`src/rtl/dmem_pkg.sv`:
```
// -----------------------------------------------------------------------------
// dmem_pkg
// Shared definitions for the data-memory port and its arbiter.
//   arb_state_e : arbiter FSM state encoding (IDLE / DMA_LOCK)
//   F3_*        : funct3 access-size codes, shared by the memory lane/extension
//                 logic and anything that decodes an access
// -----------------------------------------------------------------------------
package dmem_pkg;

    typedef enum logic [0:0] {
        ST_IDLE     = 1'b0,
        ST_DMA_LOCK = 1'b1
    } arb_state_e;

    localparam logic [2:0] F3_B  = 3'b000;
    localparam logic [2:0] F3_H  = 3'b001;
    localparam logic [2:0] F3_W  = 3'b010;
    localparam logic [2:0] F3_BU = 3'b100;
    localparam logic [2:0] F3_HU = 3'b101;

endpackage

```
`src/rtl/dmem_arbiter_rr_pick2.sv`:
```
// -----------------------------------------------------------------------------
// rr_pick2
// Combinational two-way round-robin pick.
//   req0, req1 : request lines
//   last       : 1 = req1 was granted most recently, 0 = req0 was
//   gnt        : one-hot grant {req1, req0}, 2'b00 when nobody requests
// -----------------------------------------------------------------------------
module rr_pick2 (
    input  logic       req0,
    input  logic       req1,
    input  logic       last,
    output logic [1:0] gnt
);

    always_comb begin
        gnt = {req1, req0};
        // On contention the side that was not served last wins.
        if (req0 && req1) begin
            gnt = last ? 2'b01 : 2'b10;
        end
    end

endmodule

```
`src/rtl/dmem_arbiter.sv`:
```
// -----------------------------------------------------------------------------
// dmem_arbiter
// Shares the single-port data memory between the CPU load/store unit and a
// DMA / program-loader master. CPU beats are single; DMA beats may form a
// locked burst that is force-released after BURST_MAX beats.
//
// Ports
//   clk, rst_n          : clock, synchronous active-low reset
//   cpu_req/we/funct3/addr/wdata : CPU beat request (held until cpu_gnt)
//   cpu_gnt             : CPU beat accepted this cycle (combinational)
//   cpu_rvalid/rdata    : CPU load response, one cycle after the beat
//   dma_req/we/funct3/addr/wdata/last : DMA beat request, last ends burst
//   dma_gnt             : DMA beat accepted this cycle (combinational)
//   dma_rvalid/rdata    : DMA load response, one cycle after the beat
//   mem_wr_en/funct3/addr/wdata : memory port
//   mem_rdata           : combinational read data from memory
//
// state       | meaning
// ------------+---------------------------------------------------------
// ST_IDLE     | round-robin between CPU and DMA, one beat per cycle
// ST_DMA_LOCK | DMA owns the port until last beat, BURST_MAX, or abort
// -----------------------------------------------------------------------------
module dmem_arbiter
    import dmem_pkg::*;
#(
    parameter int ADDR_WIDTH = 32,
    parameter int DATA_WIDTH = 32,
    parameter int BURST_MAX  = 8
) (
    input  logic                  clk,
    input  logic                  rst_n,

    input  logic                  cpu_req,
    input  logic                  cpu_we,
    input  logic [2:0]            cpu_funct3,
    input  logic [ADDR_WIDTH-1:0] cpu_addr,
    input  logic [DATA_WIDTH-1:0] cpu_wdata,
    output logic                  cpu_gnt,
    output logic                  cpu_rvalid,
    output logic [DATA_WIDTH-1:0] cpu_rdata,

    input  logic                  dma_req,
    input  logic                  dma_we,
    input  logic [2:0]            dma_funct3,
    input  logic [ADDR_WIDTH-1:0] dma_addr,
    input  logic [DATA_WIDTH-1:0] dma_wdata,
    input  logic                  dma_last,
    output logic                  dma_gnt,
    output logic                  dma_rvalid,
    output logic [DATA_WIDTH-1:0] dma_rdata,

    output logic                  mem_wr_en,
    output logic [2:0]            mem_funct3,
    output logic [ADDR_WIDTH-1:0] mem_addr,
    output logic [DATA_WIDTH-1:0] mem_wdata,
    input  logic [DATA_WIDTH-1:0] mem_rdata
);

    localparam int CW      = (BURST_MAX < 2) ? 1 : $clog2(BURST_MAX + 1);
    localparam bit LOCK_EN = (BURST_MAX > 1);

    arb_state_e      state;
    arb_state_e      state_nxt;
    logic            last_dma;
    logic [CW-1:0]   beat_cnt;
    logic [1:0]      pick;
    logic            burst_end;

    rr_pick2 u_pick (
        .req0 (cpu_req),
        .req1 (dma_req),
        .last (last_dma),
        .gnt  (pick)
    );

    // In the lock, the beat being granted now is number beat_cnt+1.
    assign burst_end = dma_last || (beat_cnt == CW'(BURST_MAX - 1));

    always_ff @(posedge clk) begin
        if (!rst_n) begin
            state <= ST_IDLE;
        end else begin
            state <= state_nxt;
        end
    end

    always_comb begin
        state_nxt = state;
        case (state)
            ST_IDLE: begin
                if (LOCK_EN && dma_gnt && !dma_last) begin
                    state_nxt = ST_DMA_LOCK;
                end
            end
            ST_DMA_LOCK: begin
                // A dropped request aborts the burst without issuing a beat.
                if (!dma_req || burst_end) begin
                    state_nxt = ST_IDLE;
                end
            end
            default: state_nxt = ST_IDLE;
        endcase
    end

    always_comb begin
        cpu_gnt = 1'b0;
        dma_gnt = 1'b0;
        case (state)
            ST_IDLE: begin
                cpu_gnt = pick[0];
                dma_gnt = pick[1];
            end
            ST_DMA_LOCK: begin
                dma_gnt = dma_req;
            end
            default: ;
        endcase

        mem_wr_en = (cpu_gnt & cpu_we) | (dma_gnt & dma_we);
        // With no grant the port shows the CPU fields; harmless since
        // mem_wr_en is low.
        if (dma_gnt) begin
            mem_funct3 = dma_funct3;
            mem_addr   = dma_addr;
            mem_wdata  = dma_wdata;
        end else begin
            mem_funct3 = cpu_funct3;
            mem_addr   = cpu_addr;
            mem_wdata  = cpu_wdata;
        end
    end

    always_ff @(posedge clk) begin
        if (!rst_n) begin
            last_dma <= 1'b1;
            beat_cnt <= '0;
        end else begin
            if (cpu_gnt) begin
                last_dma <= 1'b0;
            end else if (dma_gnt) begin
                last_dma <= 1'b1;
            end
            if (dma_gnt) begin
                beat_cnt <= (state == ST_IDLE) ? CW'(1) : beat_cnt + 1'b1;
            end
        end
    end

    always_ff @(posedge clk) begin
        if (!rst_n) begin
            cpu_rvalid <= 1'b0;
            cpu_rdata  <= '0;
            dma_rvalid <= 1'b0;
            dma_rdata  <= '0;
        end else begin
            cpu_rvalid <= cpu_gnt & ~cpu_we;
            dma_rvalid <= dma_gnt & ~dma_we;
            if (cpu_gnt && !cpu_we) begin
                cpu_rdata <= mem_rdata;
            end
            if (dma_gnt && !dma_we) begin
                dma_rdata <= mem_rdata;
            end
        end
    end

endmodule

```
`config.mk`:
```
export PLATFORM = sky130hd
export DESIGN_NAME = dmem_arbiter
export DESIGN_NICKNAME = d
export VERILOG_FILES = /design/src/rtl/dmem_pkg.sv /design/src/rtl/dmem_arbiter_rr_pick2.sv /design/src/rtl/dmem_arbiter.sv
export SDC_FILE = /design/constraint.sdc
export NUM_CORES = 1
export LEC_CHECK = 0
export ABC_AREA = 1
export CAP_MARGIN = 20
export CORE_AREA = 2 2 120 122
export CTS_CLUSTER_SIZE = 24
export DETAILED_ROUTE_END_ITERATION = 16
export DIE_AREA = 0 0 122 124
export GPL_TIMING_DRIVEN = 1
export PLACE_DENSITY = 0.7
export SKIP_CTS_REPAIR_TIMING = 1
export SYNTH_ARGS = -nofsm -noshare
export SYNTH_HDL_FRONTEND = slang
export SYNTH_SLANG_ARGS = --single-unit
export TNS_END_PERCENT = 100
```
`constraint.sdc`:
```
create_clock -name clk -period 1.8 [get_ports clk]
set_clock_uncertainty 0.15 [all_clocks]
set_input_delay 0.36 -clock clk [delete_from_list [all_inputs] [get_ports clk]]
set_output_delay 0.36 -clock clk [all_outputs]
set_load 0.005 [all_outputs]
```
## Word level (Yosys, flattened, before mapping)

Cells that the tools add are included.

| word-level totals | value |
|---|---|
| word-level logic and storage cells | 41 |
| bits in registers | 72 |
| input port bits | 173 |

| operators by class | value |
|---|---|
| mux-type cells | 13 |
| reductions and logical operators | 11 |
| bitwise logic cells | 8 |
| add/sub/neg operators | 1 |
| eq/ne operators | 1 |

Operators by type and width:

| cell | number |
|---|---|
| 32-bit two-way mux | 2 |
| 1-bit two-way mux | 5 |
| 4-bit by 1-bit adder with 4-bit output, second input constant | 1 |
| 1-bit AND | 4 |
| 4-bit by 3-bit == test with 1-bit output, second input constant | 1 |
| 1-bit logical AND | 4 |
| 1-bit logical NOT | 4 |
| 2-bit two-way mux | 2 |
| 4-bit two-way mux | 1 |
| 1-bit one-hot mux with 2 select lines | 2 |
| 3-bit two-way mux | 1 |
| 1-bit inverter | 3 |
| 1-bit logical OR | 2 |
| 2-bit nonzero test | 1 |
| 1-bit OR | 1 |

## Longest topological paths before layout

| logic depth | value |
|---|---|
| depth in word-level cells | 6 |
| gate-level depth with buffers | 8 |
| mapped depth without buffers | 6 |

## Modules after synthesis

Synthesis repeated with hierarchy kept, for this count alone.

| unflattened totals | value |
|---|---|
| cell total of the unflattened synthesis | 621 |
| area total of the unflattened synthesis | 3841.2 µm² |

By module, submodules not included:

| module | times used | cells an instance | area an instance (µm²) |
|---|---|---|---|
| dmem_arbiter | 1 | 616 | 3819.9 |
| rr_pick2 | 1 | 5 | 21.3 |

## Worst setup path after synthesis

OpenSTA, ideal clock, no wires.

| timing path | value |
|---|---|
| path kind | flip-flop to output port |
| from | reg state |
| to | out mem_addr[0] |
| cell stages (with the launch flop) | 9 |
| arrival | 1.081 ns |
| buffers on the path | 2 |
| path slack | 0.209 ns |
| data required time | 1.290 ns |
| path through | dfxtp_1 inv_2 nand3_2 nand2_2 inv_2 buf_4 buf_4 nand2_1 nand2_1 |

| between the ends | value |
|---|---|
| word-level cells in the longest chain between the ends | 3 |

RTL lines:

| what | line | text |
|---|---|---|
| start: declaration | dmem_arbiter.sv:62 | `arb_state_e state;` |
| start signal: assignment | dmem_arbiter.sv:83 | `state <= state_nxt;` |
| 1-bit inverter | n/a |  |
| 1-bit one-hot mux with 2 select lines (*) | dmem_arbiter.sv:108 | `case (state)` |
| 32-bit two-way mux (*) | dmem_arbiter.sv:122 | `if (dma_gnt) begin` |
| end: declaration | dmem_arbiter.sv:54 | `output logic [ADDR_WIDTH-1:0] mem_addr,` |

Every way passes the cells marked *; elsewhere a longest branch is shown, timed or not.

## Worst setup path in the final report

| timing path | value |
|---|---|
| from | reg state |
| to | out mem_wdata[16] |

| between the ends | value |
|---|---|
| word-level cells in the longest chain between the ends | 3 |

RTL lines:

| what | line | text |
|---|---|---|
| 1-bit inverter | n/a |  |
| 1-bit one-hot mux with 2 select lines (*) | dmem_arbiter.sv:108 |  |
| 32-bit two-way mux (*) | dmem_arbiter.sv:122 |  |
| end: declaration | dmem_arbiter.sv:55 | `output logic [DATA_WIDTH-1:0] mem_wdata,` |

Marked as above.

==> qor.tcl <==
set qor(number_of_global_route_vias_before_repair) 4663
set qor(register_bit_total_from_synthesis) 72
set qor(detailroute.via_count) 5258
set qor(synthesis.area_mm2) 0.00386
set qor(tritoncts.num_buffers) 9
set qor(top_level_ports) 309
set qor(critical_path_arrival_ns) 1.64
set qor(final-hold-violation-count) 0
set qor(finalWorstPathRequiredPeriod_ns) 2.15
set qor(floorplan.rows) 43
set qor(setup.worst_path.class) {flip-flop to output port}
set qor(hp-class) {input pin to flip-flop}
set qor(antenna_found_initial) 2
set qor(whs_path_depth) 2
set qor(final_max_slew_viol_count) 0
set qor(timing.reg2reg.setup_slack_ns) 0.23
set qor(globalRouteMet1Util_pct) 28.6
set qor(grt_setup_unrepaired) {yes}
set qor(power_frac_clock_pct) 32.9
set qor(syn_nets) 857
set qor(layout.cell_area.non_filler_mm2) 0.00834
set qor(switching_share_pct) 28.5
set qor(clockRootBuffer) {sky130_fd_sc_hd__clkbuf_16}
set qor(worst_setup_path_end_kind) {output port}
set qor(max_cap_violations) 0
set qor(ys_async_sr_fraction_pct) 0
set qor(synth.top_cells.by_area) {sky130_fd_sc_hd__dfxtp_1 (37%), sky130_fd_sc_hd__nand2_1 (33%), sky130_fd_sc_hd__nor2_1 (13%)}
set qor(r2r_start) {state}
set qor(setup_viol) 69
set qor(viasPerCell) 4.32
set qor(die-height_um) 124
set qor(worstSetupStartpointType) {flip-flop}
set qor(wire_per_inst_um) 16.6
set qor(grt_start_max_net_pins) 59
set qor(layout.area.seq_mm2) 0.00144
set qor(switching_power_w) 0.00156
set qor(timing.critical_path.required_ns) 1.29
set qor(drive_gt1_share_pct) 21.8
set qor(fin_crit_sh_pct) 119
set qor(cts.clk_slew.worst_paths_ns) 0.06
set qor(cts_htree_levels) 3
set qor(worst_slack_ns) -0.348
set qor(route.antenna.remaining_nets) 0
set qor(power_leakage_nw) 4.33
set qor(routed_wirelength_mm) 20.2
set qor(synth_enable_flop_cells) 0
set qor(syn_to_final_growth_pct) 116
set qor(timing.rr.end) {dma_rdata[16]}
set qor(gp_congestion) 0.934
set qor(multiInputGateArea_mm2) 0.00224
set qor(timing.critical_path.fanout_max) 5
set qor(sequential_cell_fraction_of_total_power_pct) 32.1
set qor(groute.layer.met2.usage_pct) 40.3
set qor(drc_violations_left) 0
set qor(synth_sequential_area_ratio_pct) 37.3
set qor(clkLatencyLatePin_ns) 0.32
set qor(combPwrFrac_pct) 34.9
set qor(ys_top_cells_by_count) {sky130_fd_sc_hd__nand2_1 (343), sky130_fd_sc_hd__nor2_1 (134), sky130_fd_sc_hd__inv_1 (76), sky130_fd_sc_hd__dfxtp_1 (72), sky130_fd_sc_hd__buf_2 (13)}
set qor(post_synth_inst_count) 683
set qor(cell_internal_pwr_w) 0.00391
set qor(max_freq_mhz) 465
set qor(synth_cell_type_count) 20
set qor(peakVddDrop_mv) 0.582
set qor(cts_sinks) 72
set qor(pwr_density_cell_mw_per_mm2) 656
set qor(min_to) {last_dma}
set qor(globalRoute.totalOverflow) 0
set qor(tns_ns) -17.30
set qor(max-slew-margin-rel_pct) 79.9
set qor(postSynth.topFlopCell) {sky130_fd_sc_hd__dfxtp_1}
set qor(status) {finished, violations left}
set qor(clock_tree.buffer_depth) 2
set qor(synth_top_area_cell) {sky130_fd_sc_hd__dfxtp_1}
set qor(num-nets-final) 1205
set qor(floorplan.core_area_mm2) 0.0137
set qor(dr.pass1.iters) 4
set qor(x_dimension_of_the_die_um) 122
set qor(fillCellCount) 1290
set qor(syn_avg_cell_area_um2) 5.66
set qor(place.port_buffers) 308
set qor(ys_warn_count) 0
set qor(timing_worst_slew_pin_value_ns) 0.301
set qor(detailed_place_hpwl_mm) 15.2
set qor(globalRouteMet3Util_pct) 9.25
set qor(placed_cell_area_mm2) 0.00737
set qor(floorplan.die_area_mm2) 0.0151
set qor(cts_tree) {built}
set qor(cells_on_worst_reg2reg_path) 9
set qor(synth_most_common_cell) {sky130_fd_sc_hd__nand2_1}
set qor(top_usage_layer) {met2}
set qor(gr-usage-all-layers_pct) 23.8
set qor(floorplan.initialDensity_pct) 28.2
set qor(grt_first_pass_wirelength_mm) 26.7
set qor(final_design_utilization_pct) 60.8
set qor(num_antenna_cells) 0
set qor(violated_checks) {setup timing}
set qor(worstHoldStart) {rst_n}
set qor(synth_top_area_share_pct) 37.3
set qor(dr.first_iter.drc_count) 267
power groups by stage:
stage	Clock [W]	Sequential (W)	Combinational (W)
3_5_place_dp	0	0.00179	0.00169
6_report	0.00180	0.00176	0.00191
5_1_grt	0.00192	0.00177	0.00205
4_1_cts	0.00183	0.00176	0.00170
2_1_floorplan	0	0.00180	0.000517
3_3_place_gp	0	0.00179	0.00169
layout by cell type, fill, tap and decap left out:
cell,n
sky130_fd_sc_hd__nand2_8,1
sky130_fd_sc_hd__clkdlybuf4s50_1,235
sky130_fd_sc_hd__o21ai_0,1
sky130_fd_sc_hd__buf_8,5
sky130_fd_sc_hd__nand2_4,24
sky130_fd_sc_hd__nand3_2,2
sky130_fd_sc_hd__nand3_4,1
sky130_fd_sc_hd__o211ai_1,1
sky130_fd_sc_hd__inv_2,4
sky130_fd_sc_hd__ha_1,1
sky130_fd_sc_hd__clkbuf_2,18
sky130_fd_sc_hd__clkbuf_1,1
sky130_fd_sc_hd__dfxtp_2,2
sky130_fd_sc_hd__clkbuf_16,17
sky130_fd_sc_hd__buf_6,31
sky130_fd_sc_hd__nor2_4,1
sky130_fd_sc_hd__clkinv_4,1
sky130_fd_sc_hd__nand2_2,48
sky130_fd_sc_hd__dfxtp_1,70
sky130_fd_sc_hd__bufinv_16,1
sky130_fd_sc_hd__o22ai_2,1
sky130_fd_sc_hd__dlymetal6s2s_1,13
sky130_fd_sc_hd__a21oi_1,4
sky130_fd_sc_hd__clkinv_2,2
sky130_fd_sc_hd__nand3_1,3
sky130_fd_sc_hd__clkinvlp_4,1
sky130_fd_sc_hd__nand2_1,271
sky130_fd_sc_hd__nand4_1,2
sky130_fd_sc_hd__clkinv_8,1
sky130_fd_sc_hd__buf_4,23
sky130_fd_sc_hd__buf_12,14
sky130_fd_sc_hd__buf_2,27
sky130_fd_sc_hd__inv_1,74
sky130_fd_sc_hd__clkbuf_8,1
sky130_fd_sc_hd__nor2_1,134
worst max path at each step:
| stage | from | endpoint | slack (ns) |
|---|---|---|---|
| 3_3_place_gp | cpu_req | mem_addr[2] | -0.87 |
| 6_report | state | mem_wdata[16] | -0.35 |
| 4_1_cts | cpu_req | mem_addr[2] | -0.93 |
| 5_1_grt | state | mem_wdata[16] | -0.41 |
| 2_1_floorplan | state | mem_addr[0] | 0.21 |
| 3_5_place_dp | cpu_req | mem_addr[2] | -0.92 |
kinds of logic after synthesis:
group	synth area share, %
AOI/OAI and AO/OA	1.00
adders and majority gates	0.324
buffers and inverters	13.4
DFF	37.3
and+or+nand+nor	47.9
critical path: stages, from the launching register on:
cell,delay [ns]
sky130_fd_sc_hd__dfxtp_2,0.33
sky130_fd_sc_hd__inv_2,0.05
sky130_fd_sc_hd__nand3_4,0.08
sky130_fd_sc_hd__nand2_8,0.08
sky130_fd_sc_hd__buf_6,0.14
sky130_fd_sc_hd__buf_12,0.12
sky130_fd_sc_hd__buf_6,0.12
sky130_fd_sc_hd__clkbuf_16,0.14
sky130_fd_sc_hd__nand2_1,0.06
sky130_fd_sc_hd__nand2_1,0.05
sky130_fd_sc_hd__buf_2,0.12
through the flow:
stage | std cells | setup WS (ns) | power [W] | hold slack (ns)
finish | 1216 | -0.348 | 0.00547 | 0.224
global route | 1216 | -0.406 | 0.00574 | 0.234
CTS | 1187 | -0.934 | 0.00529 | 0.218
detailed placement | 1171 | -0.919 | 0.00348 | 0.329
global placement | 1171 | -0.875 | 0.00347 | 0.321
floorplan | 683 | 0.209 | 0.00232 | 0.282
sequential cells by signal, summed over array words and instances, names as in the netlist:
register    cells
beat_cnt        4
cpu_rdata      32
cpu_rvalid      1
dma_rdata      32
dma_rvalid      1
last_dma        1
state           1
area by class of cell:
cell class / instances / share of cell area, %
multi-input combinational: 495 / 26.9
tap: 180 / 2.70
timing repair buffer: 374 / 45.8
clock inverter: 5 / 0.675
sequential: 72 / 17.3
inverter: 79 / 3.71
clock buffer: 11 / 2.91
per-layer routing:
layer	vias up	wire length, µm
met2	210	9460
met4	4	348
met3	26	2350
met1	2351	8020
li1	2667	-
met5	-	26
Power figures use the tool's default switching activity.
